==> config.mk <==
export PLATFORM = sky130hd
export DESIGN_NAME = receiver
export DESIGN_NICKNAME = d
export VERILOG_FILES = /design/src/rtl/receiver.sv
export SDC_FILE = /design/constraint.sdc
export NUM_CORES = 1
export LEC_CHECK = 0
export CAP_MARGIN = 0
export CORE_MARGIN = 2
export CORE_UTILIZATION = 32
export CTS_CLUSTER_SIZE = 24
export DETAILED_ROUTE_END_ITERATION = 16
export PLACE_DENSITY = 0.46
export SLEW_MARGIN = 20
export SYNTH_ARGS = -nofsm -noshare
export SYNTH_HDL_FRONTEND = slang
export SYNTH_SLANG_ARGS = --single-unit
==> constraint.sdc <==
create_clock -name i_clk -period 3.38 [get_ports i_clk]
set_clock_uncertainty 0.15 [all_clocks]
set_input_delay 0.507 -clock i_clk [delete_from_list [all_inputs] [get_ports i_clk]]
set_output_delay 0.507 -clock i_clk [all_outputs]
set_load 0.01 [all_outputs]
==> src/rtl/receiver.sv <==
// UART 8N1 receiver: 2-flop synchronizer, mid-bit sampling, framing check.
// Latency: strobe one cycle after the stop-bit sample (t0+half+9*div+1).
// No backpressure: each good frame overwrites data; consumer captures on valid.
module receiver #(
  parameter int clk_freq  = 100000000,
  parameter int baud_rate = 9600
) (
  input  logic       i_clk,
  input  logic       i_reset,
  input  logic       i_rxd,
  output logic [7:0] o_data,
  output logic       o_valid,
  output logic       o_frame_err,
  output logic       o_busy
);

  localparam int DIV_VAL  = clk_freq / baud_rate;
  localparam int HALF_VAL = DIV_VAL / 2;
  localparam logic [15:0] DIV_M1  = 16'(DIV_VAL - 1);
  localparam logic [15:0] HALF_M1 = 16'(HALF_VAL - 1);

  typedef enum logic [2:0] {
    S_IDLE,
    S_START,
    S_DATA,
    S_STOP,
    S_WAIT_IDLE
  } state_t;

  logic [1:0]  r_sync;
  state_t      r_state;
  logic [15:0] r_baud_cnt;
  logic [2:0]  r_bit_cnt;
  logic [7:0]  r_shift;
  logic [7:0]  r_data;
  logic        r_valid;
  logic        r_frame_err;
  logic        r_busy;

  logic        w_rxd_s;
  state_t      w_state_nxt;
  logic [15:0] w_baud_nxt;
  logic [2:0]  w_bit_nxt;
  logic [7:0]  w_shift_nxt;
  logic [7:0]  w_data_nxt;
  logic        w_valid_nxt;
  logic        w_ferr_nxt;

  assign w_rxd_s = r_sync[1];

  // Next-state and next-output decode; strobes default low, everything else holds.
  always_comb begin
    w_state_nxt = r_state;
    w_baud_nxt  = r_baud_cnt;
    w_bit_nxt   = r_bit_cnt;
    w_shift_nxt = r_shift;
    w_data_nxt  = r_data;
    w_valid_nxt = 1'b0;
    w_ferr_nxt  = 1'b0;
    case (r_state)
      S_IDLE: begin
        if (!w_rxd_s) begin
          w_state_nxt = S_START;
          w_baud_nxt  = '0;
        end
      end
      S_START: begin
        if (r_baud_cnt == HALF_M1) begin
          // Still low at mid start bit: genuine start, otherwise a glitch.
          if (!w_rxd_s) begin
            w_state_nxt = S_DATA;
            w_baud_nxt  = '0;
            w_bit_nxt   = '0;
          end else begin
            w_state_nxt = S_IDLE;
          end
        end else begin
          w_baud_nxt = r_baud_cnt + 16'd1;
        end
      end
      S_DATA: begin
        if (r_baud_cnt == DIV_M1) begin
          w_shift_nxt = {w_rxd_s, r_shift[7:1]};
          w_baud_nxt  = '0;
          if (r_bit_cnt == 3'd7) begin
            w_state_nxt = S_STOP;
          end else begin
            w_bit_nxt = r_bit_cnt + 3'd1;
          end
        end else begin
          w_baud_nxt = r_baud_cnt + 16'd1;
        end
      end
      S_STOP: begin
        if (r_baud_cnt == DIV_M1) begin
          w_baud_nxt = '0;
          // Leaving at the stop midpoint lets a back-to-back start edge be caught.
          if (w_rxd_s) begin
            w_data_nxt  = r_shift;
            w_valid_nxt = 1'b1;
            w_state_nxt = S_IDLE;
          end else begin
            w_ferr_nxt  = 1'b1;
            w_state_nxt = S_WAIT_IDLE;
          end
        end else begin
          w_baud_nxt = r_baud_cnt + 16'd1;
        end
      end
      S_WAIT_IDLE: begin
        // Break or stuck-low line: do not re-arm until the line is high again.
        if (w_rxd_s) begin
          w_state_nxt = S_IDLE;
        end
      end
      default: begin
        w_state_nxt = S_IDLE;
      end
    endcase
  end

  // State, counters, synchronizer and registered outputs.
  always_ff @(posedge i_clk) begin
    if (i_reset) begin
      r_sync      <= 2'b11;
      r_state     <= S_IDLE;
      r_baud_cnt  <= '0;
      r_bit_cnt   <= '0;
      r_shift     <= '0;
      r_data      <= '0;
      r_valid     <= 1'b0;
      r_frame_err <= 1'b0;
      r_busy      <= 1'b0;
    end else begin
      r_sync      <= {r_sync[0], i_rxd};
      r_state     <= w_state_nxt;
      r_baud_cnt  <= w_baud_nxt;
      r_bit_cnt   <= w_bit_nxt;
      r_shift     <= w_shift_nxt;
      r_data      <= w_data_nxt;
      r_valid     <= w_valid_nxt;
      r_frame_err <= w_ferr_nxt;
      r_busy      <= (w_state_nxt != S_IDLE);
    end
  end

  assign o_data      = r_data;
  assign o_valid     = r_valid;
  assign o_frame_err = r_frame_err;
  assign o_busy      = r_busy;

endmodule
Yosys cells after proc, flatten, opt, wreduce, memory -nomap -nowiden
Index checks and enable logic that the tools add are counted.
{"block": "totals", "out_inout_bits": 11, "input_bits": 3, "register_bits": 43, "wordCells": 53}
{"block": "classes", "n_mux": 20, "addsub": 2, "bitwise_logic": 2, "eq_ne": 11, "reduce_logical": 9}
{"cell": "$mux W16", "n": 3}
{"cell": "$pmux W16 S3", "n": 1}
{"cell": "$mux W3", "n": 11}
{"cell": "$add A16 B1 Y16 const B", "n": 1}
{"cell": "$eq A16 B13 Y1 const B", "n": 1}
{"cell": "$eq A16 B14 Y1 const B", "n": 1}
{"cell": "$pmux W3 S5", "n": 1}
{"cell": "$ne A2 B2 Y1 const B", "n": 4}
{"cell": "$eq A3 B2 Y1 const B", "n": 2}
{"cell": "$eq A3 B3 Y1 const B", "n": 2}
{"cell": "$pmux W3 S2", "n": 1}
{"cell": "$reduce_bool A3 Y1", "n": 2}
{"cell": "$reduce_and A5 Y1", "n": 1}
{"cell": "$add A3 B1 Y3 const B", "n": 1}
{"cell": "$eq A3 B1 Y1 const B", "n": 1}
{"cell": "$logic_not A3 Y1", "n": 1}
{"cell": "$reduce_and A3 Y1", "n": 1}
{"cell": "$reduce_or A3 Y1", "n": 1}
{"cell": "$mux W1", "n": 2}
{"cell": "$mux W2", "n": 1}
{"cell": "$not A1 Y1", "n": 2}
{"cell": "$reduce_and A2 Y1", "n": 1}
{"cell": "$reduce_bool A2 Y1", "n": 1}
{"cell": "$reduce_or A2 Y1", "n": 1}

Logic depth before layout (Yosys ltp)
{"block": "depth", "depth_word": 5, "depth_mapped": 8, "mapped_depth_nobuf": 6}

Worst setup path before layout
Ideal clock, no wire load.
{"block": "synth_timing", "kind": "reg2reg", "start": "register r_baud_cnt[0]", "end": "register r_baud_cnt[13]", "arrival_ns": 1.716, "setup_slack_ns": 1.439, "stages_incl_launch_ff": 9, "synth_period_minus_slack_ns": 1.941, "n_path_buf": 2, "required_time_ns": 3.156, "setup_ns": 0.074, "path_cell_list": "dfxtp_1 > ha_1 > and3_1 > and4_1 > buf_4 > o2bb2ai_2 > buf_4 > o21ai_0 > a31oi_1"}
{"block": "synth_via", "elab_chain_cells": 3, "elab_cells_between_ends": 6, "classes_between": "add/sub: 1; eq/ne: 2; mux: 3"}
{"item": "from (decl)", "line": "32", "text": "logic [15:0] r_baud_cnt;"}
{"item": "from (signal assigned)", "line": "137", "text": "r_baud_cnt <= w_baud_nxt;"}
{"item": "$add A16 B1 Y16, or another cell as far along", "line": "78, 91, 107"}
{"item": "$mux W16 (on tied branches)", "line": "82, 95, 68"}
{"item": "$pmux W16 S3 *", "line": "60", "text": "case (r_state)"}
Mark *: on every way between the ends. The rest lies on a longest branch, timed or not.
A chain may end at the register's enable or synchronous reset.

Final worst setup path
{"block": "layout_timing", "start": "register r_baud_cnt[11]", "end": "register r_data[3] (netlist: o_data[3])"}
{"block": "layout_via", "elab_chain_cells": 2}
{"item": "$eq A16 B14 Y1", "line": "95", "text": "if (r_baud_cnt == DIV_M1) begin"}
{"item": "$reduce_and A3 Y1 (no line)"}
{"item": "to (signal assigned)", "line": "140", "text": "r_data <= w_data_nxt;"}
{"item": "to (decl)", "line": "35", "text": "logic [7:0] r_data;"}
No other way between the ends.

==> results.json <==
{
  "slowest_stage": "nand4_1",
  "drive_gt1_share_pct": 9.091,
  "syn_area_sq_um": 2008,
  "pin_count": 14,
  "synth_area_leader_cell": "dfxtp_1",
  "fmax_ghz": 0.3978,
  "rsz0062_at_grt": "no",
  "num-fill-cells": 611,
  "coreArea_sq_um": 5991,
  "dp_hpwl_um": 3048,
  "wl_per_cell_um": 14.83,
  "synth_top_cell_area_share_pct": 42.87,
  "seq_area_frac_synth_pct": 42.87,
  "ctsHoldBuffers": 0,
  "drt-initial-drc-count": 66,
  "cts-root-buf": "clkbuf_8",
  "cp_max_fo": 11,
  "min_period_over_period_pct": 74.37,
  "place_congestion": 0.7277,
  "p_leak_uw": 0.0008508,
  "maxCapViolCount": 0,
  "fin_crit_ns": 2.514,
  "die_w_um": 83.22,
  "end_kind": "register",
  "instances_no_fill": 306,
  "async_flop_share_pct": 0,
  "cts_resized": 0,
  "critPathKind": "register to register",
  "syn_nets": 227,
  "setup_ws_ns": 0.8662,
  "min_path_type": "register to register",
  "synth-edff-count": 0,
  "ys_ff_latch": 43,
  "syn_area_per_cell_sq_um": 9.087,
  "antenna_left": 0,
  "cp-start-kind": "register",
  "port-buffer-count": 13,
  "drt-vias-per-instance": 5.451,
  "grt_pass1_wl_um": 7714,
  "cts.sinks": 43,
  "wl_um": 4538,
  "setup_viol": 0,
  "n_antenna_cell": 0,
  "worst_path_largest_cell_delay_ns": 0.56,
  "final-max-slew-violation-count": 0,
  "clk_pin_slew_ns": 0.09,
  "synth-main-ff-cell": "dfxtp_1",
  "numCtsBuffers": 5,
  "yosys.cell_types.count": 50,
  "grt-ovfl-total": 0,
  "synth_area_leaders": "dfxtp_1 (43%), a21oi_1 (4.2%), nand2_1 (4.1%)",
  "ir_drop_v": 0.0001784,
  "setup_tns_ns": 0,
  "antenna_found_initial": 0,
  "vias": 1668,
  "fp-row-count": 28,
  "worstPathArrival_ns": 2.54,
  "timing.final.hold_violations": 0,
  "worst_pin_slew_ns": 0.6805,
  "fin_area_sq_um": 2296,
  "dp_cells": 298,
  "syn_inst": 221,
  "maxSlewHeadroom_pct": 54.64,
  "post_cts_buffers": 0,
  "h-tree-depth": 2,
  "powerDensity_nw_per_um2": 421.4,
  "status": "finished, final reports clean",
  "clock_path_buffers": 2,
  "grt_use_total_pct": 13.49,
  "dieArea_sq_um": 6926,
  "critPathRequiredTime_ns": 3.41,
  "dr.pass1.iters": 4,
  "cts_tree": "built",
  "clock_latency_ns": 0.30,
  "initial_utilization_pct": 33.52,
  "die_y_um": 83.22,
  "grt_max_degree": 29,
  "grt_pass1_vias": 1576,
  "drc": 0,
  "post_dp_cell_area_sq_um": 2178,
  "crit_family": "simple AND/OR/NAND/NOR gates",
  "pre_cts_ws_ns": 0.8332,
  "path_cells": "nor4bb_1 -> and4_1 -> nand4_1 -> mux2i_1 -> nor2_1",
  "layout.nets": 236,
  "syn_to_final_growth_pct": 14.33,
  "ys_warn_count": 0,
  "holdWs_ns": 0.2626,
  "crit_buf_inv": 0
}
[layout by cell type (no fill, tap or decap), drive strengths merged, types with 3 or more instances in the layout]
cell type      synthesis  layout
and3                   6       6
inv                    5       5
clkdlybuf4s50          0      13
nand2                 23      23
nor3                   5       5
or3                    4       4
a21oi                 17      17
a221o                  3       3
ha                     3       3
nand2b                 3       3
a31oi                 11      11
nand3                 12      12
a22o                   3       3
nor2                  17      17
o21ai                  4       4
dfxtp                 43      43
mux2i                  8       8
nand4                  4       4
nor4bb                 4       4
clkbuf                 6       6
nor4                   3       3
and4                   3       3
a41oi                  3       3
[synth_stat cells (4+ instances only)]
master / n
nor3_1: 5
o21ai_0: 4
mux2i_1: 8
nor4bb_1: 4
or3_1: 4
a31oi_1: 11
clkbuf_1: 5
inv_1: 5
and3_1: 6
buf_4: 4
a21oi_1: 17
nand3_1: 12
nand2_1: 22
dfxtp_1: 43
nor2_1: 17
[path summary, 6_finish.rpt]
kind         slack, ns        end  cells after the start           start
min               0.26  r_sync[1]                      1       r_sync[0]
max reg2reg       0.87  o_data[3]                      5  r_baud_cnt[11]
max               0.87  o_data[3]                      5  r_baud_cnt[11]
min reg2reg       0.26  r_sync[1]                      1       r_sync[0]
[registers in the layout, summed over array words and instances, names as in the netlist]
register,cells
o_frame_err,1
o_data,8
o_busy,1
r_state,3
r_shift,8
r_sync,2
r_bit_cnt,3
o_valid,1
r_baud_cnt,16
[layout make-up]
cell class | count | area [sq um] | area share (%)
clock buffers | 6 | 82.58 | 3.597
well taps | 75 | 93.84 | 4.087
clock inverters | 2 | 35.03 | 1.526
flip-flops and latches | 43 | 860.8 | 37.49
repair buffers | 15 | 145.1 | 6.322
multi-input cells | 160 | 1060 | 46.16
inverters | 5 | 18.77 | 0.8174
[worst register-to-register path: cells and delay by family (launching register included)]
family	cells	cell delay, ns
flip-flops	1	0.45
multiplexers	1	0.32
AND/OR/NAND/NOR	4	1.48
[report_power, final]
group / internal (uW) / switching (uW)
combinational: 11.4 / 19.3
clock: 239 / 184
sequential: 509 / 4.71
total: 760 / 207
[kinds of logic after synthesis]
logic type	after synthesis	share of synthesized area [%]
XOR/XNOR	1	0.4362
buffers and inverters	18	4.361
AO/OA/AOI/OAI	54	19.13
flip-flops	43	42.87
multiplexers	9	4.548
AND/OR/NAND/NOR	93	26.79
adder cells (fa/ha/maj)	3	1.869
[stage by stage]
step	utilization, %	total power [uW]
after global routing	38.32	1004
final	38.32	967.5
after floorplan	-	546.5
after global placement	36.36	557.3
after detailed placement	36.36	556.6
after CTS	38.32	983.7
[routing by layer]
| metal | up-vias | part of all wire [%] | track usage [%] |
|---|---|---|---|
| li1 | 846 | - | - |
| met1 | 787 | 50 | 18.56 |
| met2 | 25 | 44 | 19.79 |
| met3 | 10 | 3.1 | 3.181 |
| met4 | 0 | 2.3 | 6.408 |
| met5 | - | 0 | 0 |
Power figures use the tool's default switching activity.
